==> src/rtl/load_store_bus.sv <==
// load_store_bus: MIPS load/store unit driving an Avalon-style memory bus with
// lane steering, load lane masking, alignment checks and a waitrequest timeout.
module load_store_bus #(
    parameter int MAX_WAIT = 255
) (
    input  logic        clk,
    input  logic        reset,
    input  logic        req_valid,
    input  logic [5:0]  opcode,
    input  logic [31:0] addr,
    input  logic [31:0] wdata,
    output logic [31:0] address,
    output logic        read,
    output logic        write,
    output logic [3:0]  byteenable,
    output logic [31:0] writedata,
    input  logic        waitrequest,
    input  logic [31:0] readdata,
    output logic        busy,
    output logic        done,
    output logic        error,
    output logic [31:0] readdata_eb,
    output logic [1:0]  lsb_bits,
    output logic [5:0]  opcode_q
);
    typedef enum logic [1:0] {IDLE, READ, WRITE, RESP} state_t;
    localparam int CW = $clog2(MAX_WAIT + 1);
    state_t state, state_n;
    logic [CW-1:0] wait_cnt;
    logic [31:0] addr_q, wdata_q;
    logic [5:0] op_q;
    logic err_q, is_load, is_store, misaligned, accept, active, timeout;
    always_comb begin
        is_load    = opcode inside {6'h20, 6'h21, 6'h23, 6'h24, 6'h25};
        is_store   = opcode inside {6'h28, 6'h29, 6'h2B};
        misaligned = (opcode[1:0] == 2'b01 && addr[0]) || (opcode[1:0] == 2'b11 && addr[1:0] != 2'b00);
        accept     = state == IDLE && req_valid && (is_load || is_store) && !misaligned;
        active     = state == READ || state == WRITE;
        timeout    = waitrequest && wait_cnt == CW'(MAX_WAIT - 1);
    end
    always_ff @(posedge clk or posedge reset)
        if (reset) state <= IDLE;
        else       state <= state_n;
    always_comb begin
        state_n = state;
        case (state)
            IDLE:        if (accept) state_n = is_load ? READ : WRITE;
            READ, WRITE: state_n = !waitrequest ? RESP : timeout ? IDLE : state;
            RESP:        state_n = IDLE;
            default:     state_n = IDLE;
        endcase
    end
    // Only accepted opcodes are latched, and all of them have bit 5 set, so a
    // cleared op_q yields no lanes and no store data.
    always_comb begin
        busy       = state != IDLE;
        done       = state == RESP;
        error      = err_q;
        read       = state == READ;
        write      = state == WRITE;
        address    = {addr_q[31:2], 2'b00};
        byteenable = !op_q[5]            ? 4'b0000 :
                     op_q[1:0] == 2'b00  ? 4'b0001 << addr_q[1:0] :
                     op_q[1:0] == 2'b01  ? (addr_q[1] ? 4'b1100 : 4'b0011) :
                     op_q[1:0] == 2'b11  ? 4'b1111 : 4'b0000;
        writedata  = op_q == 6'h28 ? {4{wdata_q[7:0]}} :
                     op_q == 6'h29 ? {2{wdata_q[15:0]}} :
                     op_q == 6'h2B ? wdata_q : 32'h0;
    end
    always_ff @(posedge clk or posedge reset) begin
        if (reset) begin
            addr_q      <= '0;
            wdata_q     <= '0;
            op_q        <= '0;
            wait_cnt    <= '0;
            err_q       <= 1'b0;
            readdata_eb <= '0;
            lsb_bits    <= '0;
            opcode_q    <= '0;
        end else begin
            err_q <= (state == IDLE && req_valid && !accept) || (active && timeout);
            if (accept) begin
                addr_q   <= addr;
                wdata_q  <= wdata;
                op_q     <= opcode;
                wait_cnt <= '0;
            end else if (active && waitrequest) begin
                wait_cnt <= wait_cnt + 1'b1;
            end
            if (state == READ && !waitrequest) begin
                readdata_eb <= readdata & {{8{byteenable[3]}}, {8{byteenable[2]}},
                                           {8{byteenable[1]}}, {8{byteenable[0]}}};
                lsb_bits    <= addr_q[1:0];
                opcode_q    <= op_q;
            end
        end
    end
endmodule

==> config.mk <==
export PLATFORM = sky130hd
export DESIGN_NAME = load_store_bus
export DESIGN_NICKNAME = d
export VERILOG_FILES = /design/src/rtl/load_store_bus.sv
export SDC_FILE = /design/constraint.sdc
export NUM_CORES = 1
export LEC_CHECK = 0
export ABC_CLOCK_PERIOD_IN_PS = 4700
export CAP_MARGIN = 0
export CORE_ASPECT_RATIO = 0.6
export CORE_MARGIN = 3
export CORE_UTILIZATION = 44
export DETAILED_ROUTE_END_ITERATION = 10
export GPL_TIMING_DRIVEN = 0
export MAX_ROUTING_LAYER = met4
export PLACE_DENSITY_LB_ADDON = 0.3
export SLEW_MARGIN = 40
export SYNTH_ARGS = -nofsm -noshare
export SYNTH_HDL_FRONTEND = slang
export SYNTH_SLANG_ARGS = --single-unit
==> constraint.sdc <==
create_clock -name clk -period 4.7 [get_ports clk]
set_input_delay 0.94 -clock clk [delete_from_list [all_inputs] [get_ports clk]]
set_output_delay 0.94 -clock clk [all_outputs]
set_load 0.05 [all_outputs]
* After elaboration in Yosys (flattened, before gate mapping)
Cells that the tools add are included.
** Storage, ports and cells
- Input bits :: 106
- Word-level logic and storage cells :: 74
- Register bits :: 121
** Cells by class
- $add $sub $neg :: 1
- Shift operators :: 1
- Reductions and logical operators :: 26
- Bitwise logic cells :: 1
- Equal/unequal tests :: 21
- Multiplexer cells :: 15
** Operators by type and width (count)
- $mux 32 :: 3
- $eq 6x6->1 const B :: 11
- $and 32x32->32 :: 1
- $mux 4 :: 5
- $mux 8 :: 2
- $logic_and 1x1->1 :: 10
- $add 8x1->8 const B :: 1
- $eq 2x2->1 const B :: 4
- $eq 8x8->1 const B :: 1
- $mux 2 :: 4
- $eq 2x1->1 const B :: 3
- $pmux 2 s3 :: 1
- $reduce_bool 2->1 :: 3
- $reduce_bool 5->1 :: 1
- $logic_not 2->1 :: 2
- $logic_or 1x1->1 :: 4
- $shl 1x2->4 const A :: 1
- $logic_not 1->1 :: 3
- $ne 3x3->1 const B :: 1
- $reduce_bool 3->1 :: 1
- $ne 2x2->1 const B :: 1
- $reduce_and 2->1 :: 1
- $reduce_or 2->1 :: 1

* Depth between registers and ports, before layout
Gate-level depths: netlist of run 1.
- Word-level depth :: 8
- Depth in mapped cells :: 7
- Depth with buffers taken out :: 6

* Worst setup path after synthesis of run 1
OpenSTA, ideal clock, no wires.
- Path type :: flip-flop to output port
- Start point :: register op_q[4]
- End point :: output port writedata[0]
- Path buffers :: 1
- Slack :: 1861 ps
- Data required time :: 3760 ps
- Arrival time :: 1899 ps
- Cell stages (with the launch flop) :: 6
- Path through :: dfrtp_1 > and4bb_2 > and2_1 > clkbuf_1 > nor2_1 > nor2b_1
** Between the ends
- Longest elaborated chain between the ends :: 4
- Elaborated cells on any way between the ends :: 6
- Classes of those cells :: 3 x eq/ne; 3 x mux
** RTL lines
- start, declared :: RTL line 31 : logic [5:0] op_q;
- start signal, assigned :: RTL line 85 : op_q <= opcode;
- $eq 6x6->1 :: RTL line 68 : op_q == 6'h2B ? wdata_q : 32'h0;
- $mux 32 :: RTL line 68
- $mux 32 :: RTL line 67 : op_q == 6'h29 ? {2{wdata_q[15:0]}} :
- $mux 32 (*) :: RTL line 66 : writedata = op_q == 6'h28 ? {4{wdata_q[7:0]}} :
- end, declared :: RTL line 16 : output logic [31:0] writedata,
Mark *: on every way between the ends. The rest lies on a longest branch, timed or not.

* Worst setup path after layout of run 1
- Start point :: register op_q[4]
- End point :: output port writedata[24]
Same word-level chain as after synthesis.

==> results of run 1 <==
## cells in the final DEF (no fill, tap or decap), types with 3 or more instances in the layout
cell type	count
a21oi_1	3
a22o_1	16
and2_1	3
buf_2	5
buf_4	37
clkbuf_1	14
clkbuf_16	17
clkdlybuf4s50_1	216
clkinv_4	4
clkinvlp_4	5
dfrtp_1	121
ha_1	7
inv_1	11
mux2_1	10
mux2_2	59
mux2i_1	9
nand2_1	89
nand2b_1	3
nand3_1	3
nand4_1	3
nor2_1	12
nor2b_1	11
o21ai_0	38
o2bb2ai_1	8
or2_2	7
xor2_1	4
## state kept, by name, indices dropped and copies added, names as in the netlist
register,count
state,2
wait_cnt,8
lsb_bits,2
op_q,6
wdata_q,32
opcode_q,6
addr_q,32
error,1
readdata_eb,32
## power by group through the flow
stage | Clock, mW | Combinational, mW | Sequential [mW]
2_1_floorplan | 0 | 1.81 | 2.24
3_3_place_gp | 0 | 3.25 | 1.82
3_5_place_dp | 0 | 3.31 | 1.84
4_1_cts | 1.33 | 3.32 | 1.83
5_1_grt | 1.37 | 3.49 | 1.90
6_report | 1.30 | 3.30 | 1.83
## through the flow
stage / setup slack [ns] / instance area [sq um]
6_report: 0.627 / 8570
5_1_grt: 0.478 / 8570
4_1_cts: 0.614 / 8560
3_5_place_dp: 1.07 / 7960
3_3_place_gp: -1.11 / 7930
2_1_floorplan: 0.546 / 5560
## worst register-to-register path, cell delays in order, from the launching register on
cell and delay (ns):
dfrtp_1 0.40, inv_1 0.13, ha_1 0.21, nor2b_1 0.20, clkbuf_1 0.37, buf_1 0.44, nand2_1 0.10, o21ai_0 0.16
## metal layers
metal | vias to the layer above | track usage (%) | part of all wire [%]
li1 | 2113 | - | -
met1 | 2198 | 28.9 | 45
met2 | 171 | 35.7 | 47
met3 | 19 | 7.07 | 7.3
met4 | 0 | 5.58 | 1.0
met5 | - | - | 0
## area by class of cell
type | count | share of cell area (%)
Timing Repair Buffer | 217 | 25.6
Multi-Input combinational cell | 302 | 24.6
Inverter | 12 | 0.613
Clock buffer | 19 | 5.29
Sequential cell | 121 | 35.3
Tap cell | 165 | 2.41
Antenna cell | 1 | 0.0292
Buffer | 59 | 4.46
Clock inverter | 13 | 1.71
## logic make-up (layout without fill, tap and decap cells)
group | Yosys count | count (layout)
buffers and inverters | 71 | 320
muxes | 78 | 78
AOI/OAI and AO/OA | 72 | 72
xor gates and xnor gates | 6 | 6
DFF | 121 | 121
adders and majority gates | 7 | 7
and+or+nand+nor | 137 | 137
other | 1 | 3
## path summary, 6_finish.rpt
kind | start | end | slack, ns | cells after the start
setup reg to reg | state[1]$_DFFE_PP0P_ | readdata_eb[19]$_DFFE_PP0P_ | 2.59 | 7
setup / recovery | op_q[4]$_DFFE_PP0N_ | writedata[24] | 0.63 | 8
min in group asynchronous | reset | addr_q[4]$_DFFE_PP0N_ | 0.93 | 2
max in group asynchronous | reset | readdata_eb[12]$_DFFE_PP0P_ | 3.10 | 3
hold reg to reg | readdata_eb[13]$_DFFE_PP0P_ | readdata_eb[13]$_DFFE_PP0P_ | 0.48 | 2
hold / removal | readdata_eb[13]$_DFFE_PP0P_ | readdata_eb[13]$_DFFE_PP0P_ | 0.48 | 2
==> results.json, run 1 <==
{
  "status": "finished, final reports clean",
  "ioPinCount": 219,
  "n_fill_cell": 862,
  "fmax_ghz": 0.245,
  "power_frac_clock_pct": 20.2,
  "synth_top_family_by_area": "multiplexers",
  "synth_simple_gate_area_share_pct": 11.0,
  "dpl.cell_count": 876,
  "synthAdderAreaFrac_pct": 1.58,
  "crit_buf_inv": 4,
  "cts_tree": "done",
  "synth.area.top_cells": "dfrtp_1 54%, mux2_2 12%, nand2_1 6.0%, buf_4 5.0%, o21ai_0 3.4%",
  "fin_hold_ws_ns": 0.482,
  "io_buffers": 216,
  "synth.area.mux_share_pct": 15.6,
  "grt_pass1_wl_um": 24200,
  "synth-edff-count": 0,
  "root_buffer": "clkbuf_16",
  "numCtsBuffers": 17,
  "cts_setup_buffers": 0,
  "syn_to_final_growth_pct": 54.2,
  "yosys_warnings": 0,
  "finalHoldViolations": 0,
  "critPathRequiredTime_ns": 3.76,
  "period_share_pct": 86.7,
  "rows": 31,
  "h-tree-depth": 4,
  "ff_latch_area_sq_um": 3030,
  "path_clk_slew_ns": 0.05,
  "nNetsFinal": 843,
  "grt_setup_unrepaired": "false",
  "power_mw": 6.44,
  "die_h_um": 93.0,
  "path_common_cell": "buf_2",
  "finalCriticalPeriod_ns": 4.07,
  "netSwitchingPower_mw": 2.83,
  "cap_violations": 0,
  "critPathTopFamily": "buffers and inverters",
  "synthFlopType": "dfrtp_1",
  "postSynth.asyncResetShare_pct": 100,
  "die-width_um": 151,
  "finalSetupTns_ns": 0,
  "worst_slew_pin_slew_ns": 0.697,
  "synth_commonest_cells": "121 x dfrtp_1, 89 x nand2_1, 59 x mux2_2, 38 x o21ai_0, 37 x buf_4",
  "grt_pass1_vias": 4809,
  "synth_area_sq_um": 5560,
  "antenna_found_initial": 1,
  "cts_resized": 0,
  "cts_buffer_depth": 2,
  "multi_input_area_sq_um": 2110,
  "hp-class": "flip-flop to flip-flop",
  "route.detailed.drc": 0,
  "die_area_sq_um": 14100,
  "drt-pass1-iter-count": 5,
  "crit_slowest_cell": "clkdlybuf4s50_1",
  "ys_seq_area_share_pct": 54.5,
  "netSwitchingFraction_pct": 43.9,
  "slowest_delay_ns": 0.85,
  "synth_xor_area_share_pct": 0.946,
  "netlist_instances": 493,
  "p_leak_nw": 3.72,
  "setup_viol": 0,
  "critPathMaxFanout": 10,
  "core_area_sq_um": 12200,
  "p_int_mw": 3.61,
  "power_density_nw_per_um2": 751,
  "ant_nets": 0,
  "synth_cell_type_count": 38,
  "grt_overflow": 0,
  "layoutNonFillerInstCount": 909,
  "comb_power_share_pct": 51.3,
  "synth_compound_area_share_pct": 8.62,
  "critPathCaptureType": "primary output",
  "hpwlAfterDp_um": 11400,
  "clock_skew_ns": 0.0108,
  "cp.arrival_ns": 3.13,
  "slew_headroom_pct": 53.3,
  "routed_wl_um": 15300,
  "yosys.area.top_type": "dfrtp_1",
  "drv_slew": 0,
  "cts_sinks": 121,
  "synth_most_common_cell": "dfrtp_1",
  "drt_iter0_drc": 187,
  "grt_max_degree": 79,
  "vdd_drop_max_mv": 0.412,
  "synth_top_area_share_pct": 54.5,
  "globalRouteTotalUtil_pct": 22.7,
  "final_core_util_pct": 70.3,
  "pwr-share-seq_pct": 28.5,
  "start_kind": "flip-flop",
  "initial_core_util_pct": 45.6,
  "clock_latency_ns": 0.40,
  "wl_per_cell_um": 16.8,
  "crit_chain": "and4bb_2, and2_1, buf_2, nor2b_1, buf_2, buf_2, o2bb2ai_1, clkdlybuf4s50_1",
  "hold_buffers": 0,
  "syn_area_per_cell_sq_um": 11.3,
  "vias_per_cell": 4.95,
  "synth-seq-cells": 121,
  "via_count": 4501,
  "globalplace.congestion": 0.849,
  "drive_gt1_share_pct": 19.8,
  "criticalPathCategory": "flip-flop to primary output"
}
Power figures use the tool's default switching activity.
==> inputs of run 2 (changes only) <==
CORE_UTILIZATION = 45   (was 44)
CTS_BUF_LIST = sky130_fd_sc_hd__clkbuf_2 sky130_fd_sc_hd__clkbuf_4 sky130_fd_sc_hd__clkbuf_8   (was unset)
CTS_CLUSTER_DIAMETER = 120   (was unset)
PLACE_DENSITY_LB_ADDON = 0.08   (was 0.3)
==> run 2 against run 1 <==
Clock power down 24%; cell area down 2.2%; die area down 2.1%; global-route usage up 1.9 points; sequential cell count unchanged; power down 4.6%.
==> results.json, run 2 (same netlist as run 1, synthesis figures left out) <==
{
  "status": "finished, final reports clean",
  "critPathRequiredTime_ns": 3.76,
  "final_common_cell": "clkdlybuf4s50_1",
  "globalplace.congestion": 0.832,
  "hold_buffers": 0,
  "routed_wl_um": 15700,
  "h-tree-depth": 4,
  "path_clk_slew_ns": 0.07,
  "grt_setup_unrepaired": "false",
  "rows": 30,
  "diodes": 0,
  "numCtsBuffers": 17,
  "drt-pass1-iter-count": 4,
  "globalRouteTotalUtil_pct": 24.5,
  "start_kind": "flip-flop",
  "die_area_sq_um": 13800,
  "min_to": "readdata_eb[24]$_DFFE_PP0P_",
  "fmax_ghz": 0.245,
  "period_share_pct": 87.0,
  "via_count": 4480,
  "worst_slew_pin_slew_ns": 0.688,
  "drt_iter0_drc": 145,
  "syn_to_final_growth_pct": 50.7,
  "vias_per_cell": 4.96,
  "hpwlAfterDp_um": 12100,
  "rr_worst_depth": 7,
  "place_ws_ns": 1.09,
  "finalCriticalPeriod_ns": 4.09,
  "core_area_sq_um": 11700,
  "root_buffer": "clkbuf_8",
  "criticalPathCategory": "flip-flop to primary output",
  "cts_setup_buffers": 0,
  "route.detailed.drc": 0,
  "cts_buffer_depth": 2,
  "initial_core_util_pct": 47.6,
  "ant_nets": 0,
  "cts_tree": "done",
  "critPathCaptureType": "primary output",
  "drv_slew": 0,
  "grt_max_degree": 62,
  "p_leak_nw": 3.65,
  "grt_pass1_vias": 4873,
  "final_core_util_pct": 71.7,
  "nNetsFinal": 843,
  "holdPathStages": 2,
  "wl_per_cell_um": 17.4,
  "hold_path_startpoint": "readdata_eb[24]$_DFFE_PP0P_",
  "place_area_sq_um": 7960,
  "finalSetupTns_ns": 0,
  "setup_viol": 0,
  "cts_sinks": 121,
  "ioPinCount": 219,
  "final_cell_mix": "216 x clkdlybuf4s50_1, 121 x dfrtp_1, 89 x nand2_1",
  "drive_gt1_share_pct": 19.8,
  "cts_resized": 0,
  "postLayoutCellArea_sq_um": 8380,
  "finalHoldViolations": 0,
  "power_density_nw_per_um2": 733,
  "n_fill_cell": 864,
  "die_h_um": 92.1,
  "clock_latency_ns": 0.44,
  "slew_headroom_pct": 54.0,
  "antenna_found_initial": 0,
  "setup_ws_ns": 0.610,
  "rr_endpoint": "readdata_eb[17]$_DFFE_PP0P_",
  "r2r_setup_slack_ns": 2.58,
  "io_buffers": 216,
  "die-width_um": 149,
  "grt_overflow": 0,
  "grt_pass1_wl_um": 25300,
  "critPathMaxFanout": 10,
  "hp-class": "flip-flop to flip-flop",
  "cp.arrival_ns": 3.15,
  "reg_top3": "addr_q (32), readdata_eb (32), wdata_q (32)",
  "timing.rr.start": "state[1]$_DFFE_PP0P_",
  "clock_skew_ns": 0.0136,
  "cap_violations": 0,
  "vdd_drop_max_mv": 0.485
}
run 2: changes by cell type in the layout (fill, tap and decap cells not counted):
cell	delta
clkbuf_16	-17
clkbuf_8	+16
clkbuf_4	+3
clkinv_4	-2
bufinv_16	+1
clkinv_2	+1
clkinvlp_4	-1
diode_2	-1
inv_6	-1
run 2: worst max-delay path by stage:
stage                             start                         end  depth (start not counted)
global route        op_q[4]$_DFFE_PP0N_               writedata[15]                          8
finish              op_q[4]$_DFFE_PP0N_               writedata[14]                          8
CTS                 op_q[4]$_DFFE_PP0N_               writedata[15]                          8
global placement                  reset  readdata_eb[5]$_DFFE_PP0P_                          2
detailed placement  op_q[4]$_DFFE_PP0N_               writedata[30]                          8
floorplan                         reset       addr_q[0]$_DFFE_PP0N_                          1
run 2: layout make-up:
cell class                      count  area, sq um  area share (%)
Tap cell                          160          200            2.39
Multi-Input combinational cell    302         2110            25.1
Sequential cell                   121         3030            36.2
Timing Repair Buffer              217         2190            26.1
Inverter                           12         52.6           0.627
Buffer                             59          382            4.56
Clock inverter                     11          148            1.76
Clock buffer                       21          270            3.23
run 2: stage by stage:
step	power (mW)	hold slack, ns	instances
floorplan	4.06	0.445	494
global placement	5.08	0.462	870
detailed placement	5.18	0.470	871
global route	6.48	0.514	903
CTS	6.18	0.482	903
finish	6.14	0.481	903
run 2: where the power goes:
group          switching (mW)  internal, mW
combinational            2.03          1.29
sequential              0.331          1.51
clock                   0.429         0.555
run 2: routing by layer:
metal | track usage, % | vias up | routed length (um)
met1 | 29.7 | 2215 | 6550
met3 | 10.9 | 20 | 1500
li1 | - | 2108 | -
met2 | 37.6 | 137 | 7410
met4 | 6.47 | 0 | 243
met5 | - | - | 0
run 2: critical path, cell delays in order, from the launching register on:
cell and delay (ns):
dfrtp_1 0.39, and4bb_2 0.33, and2_1 0.12, buf_2 0.25, nor2b_1 0.16, buf_2 0.20
buf_2 0.26, a22o_1 0.21, clkdlybuf4s50_1 0.81
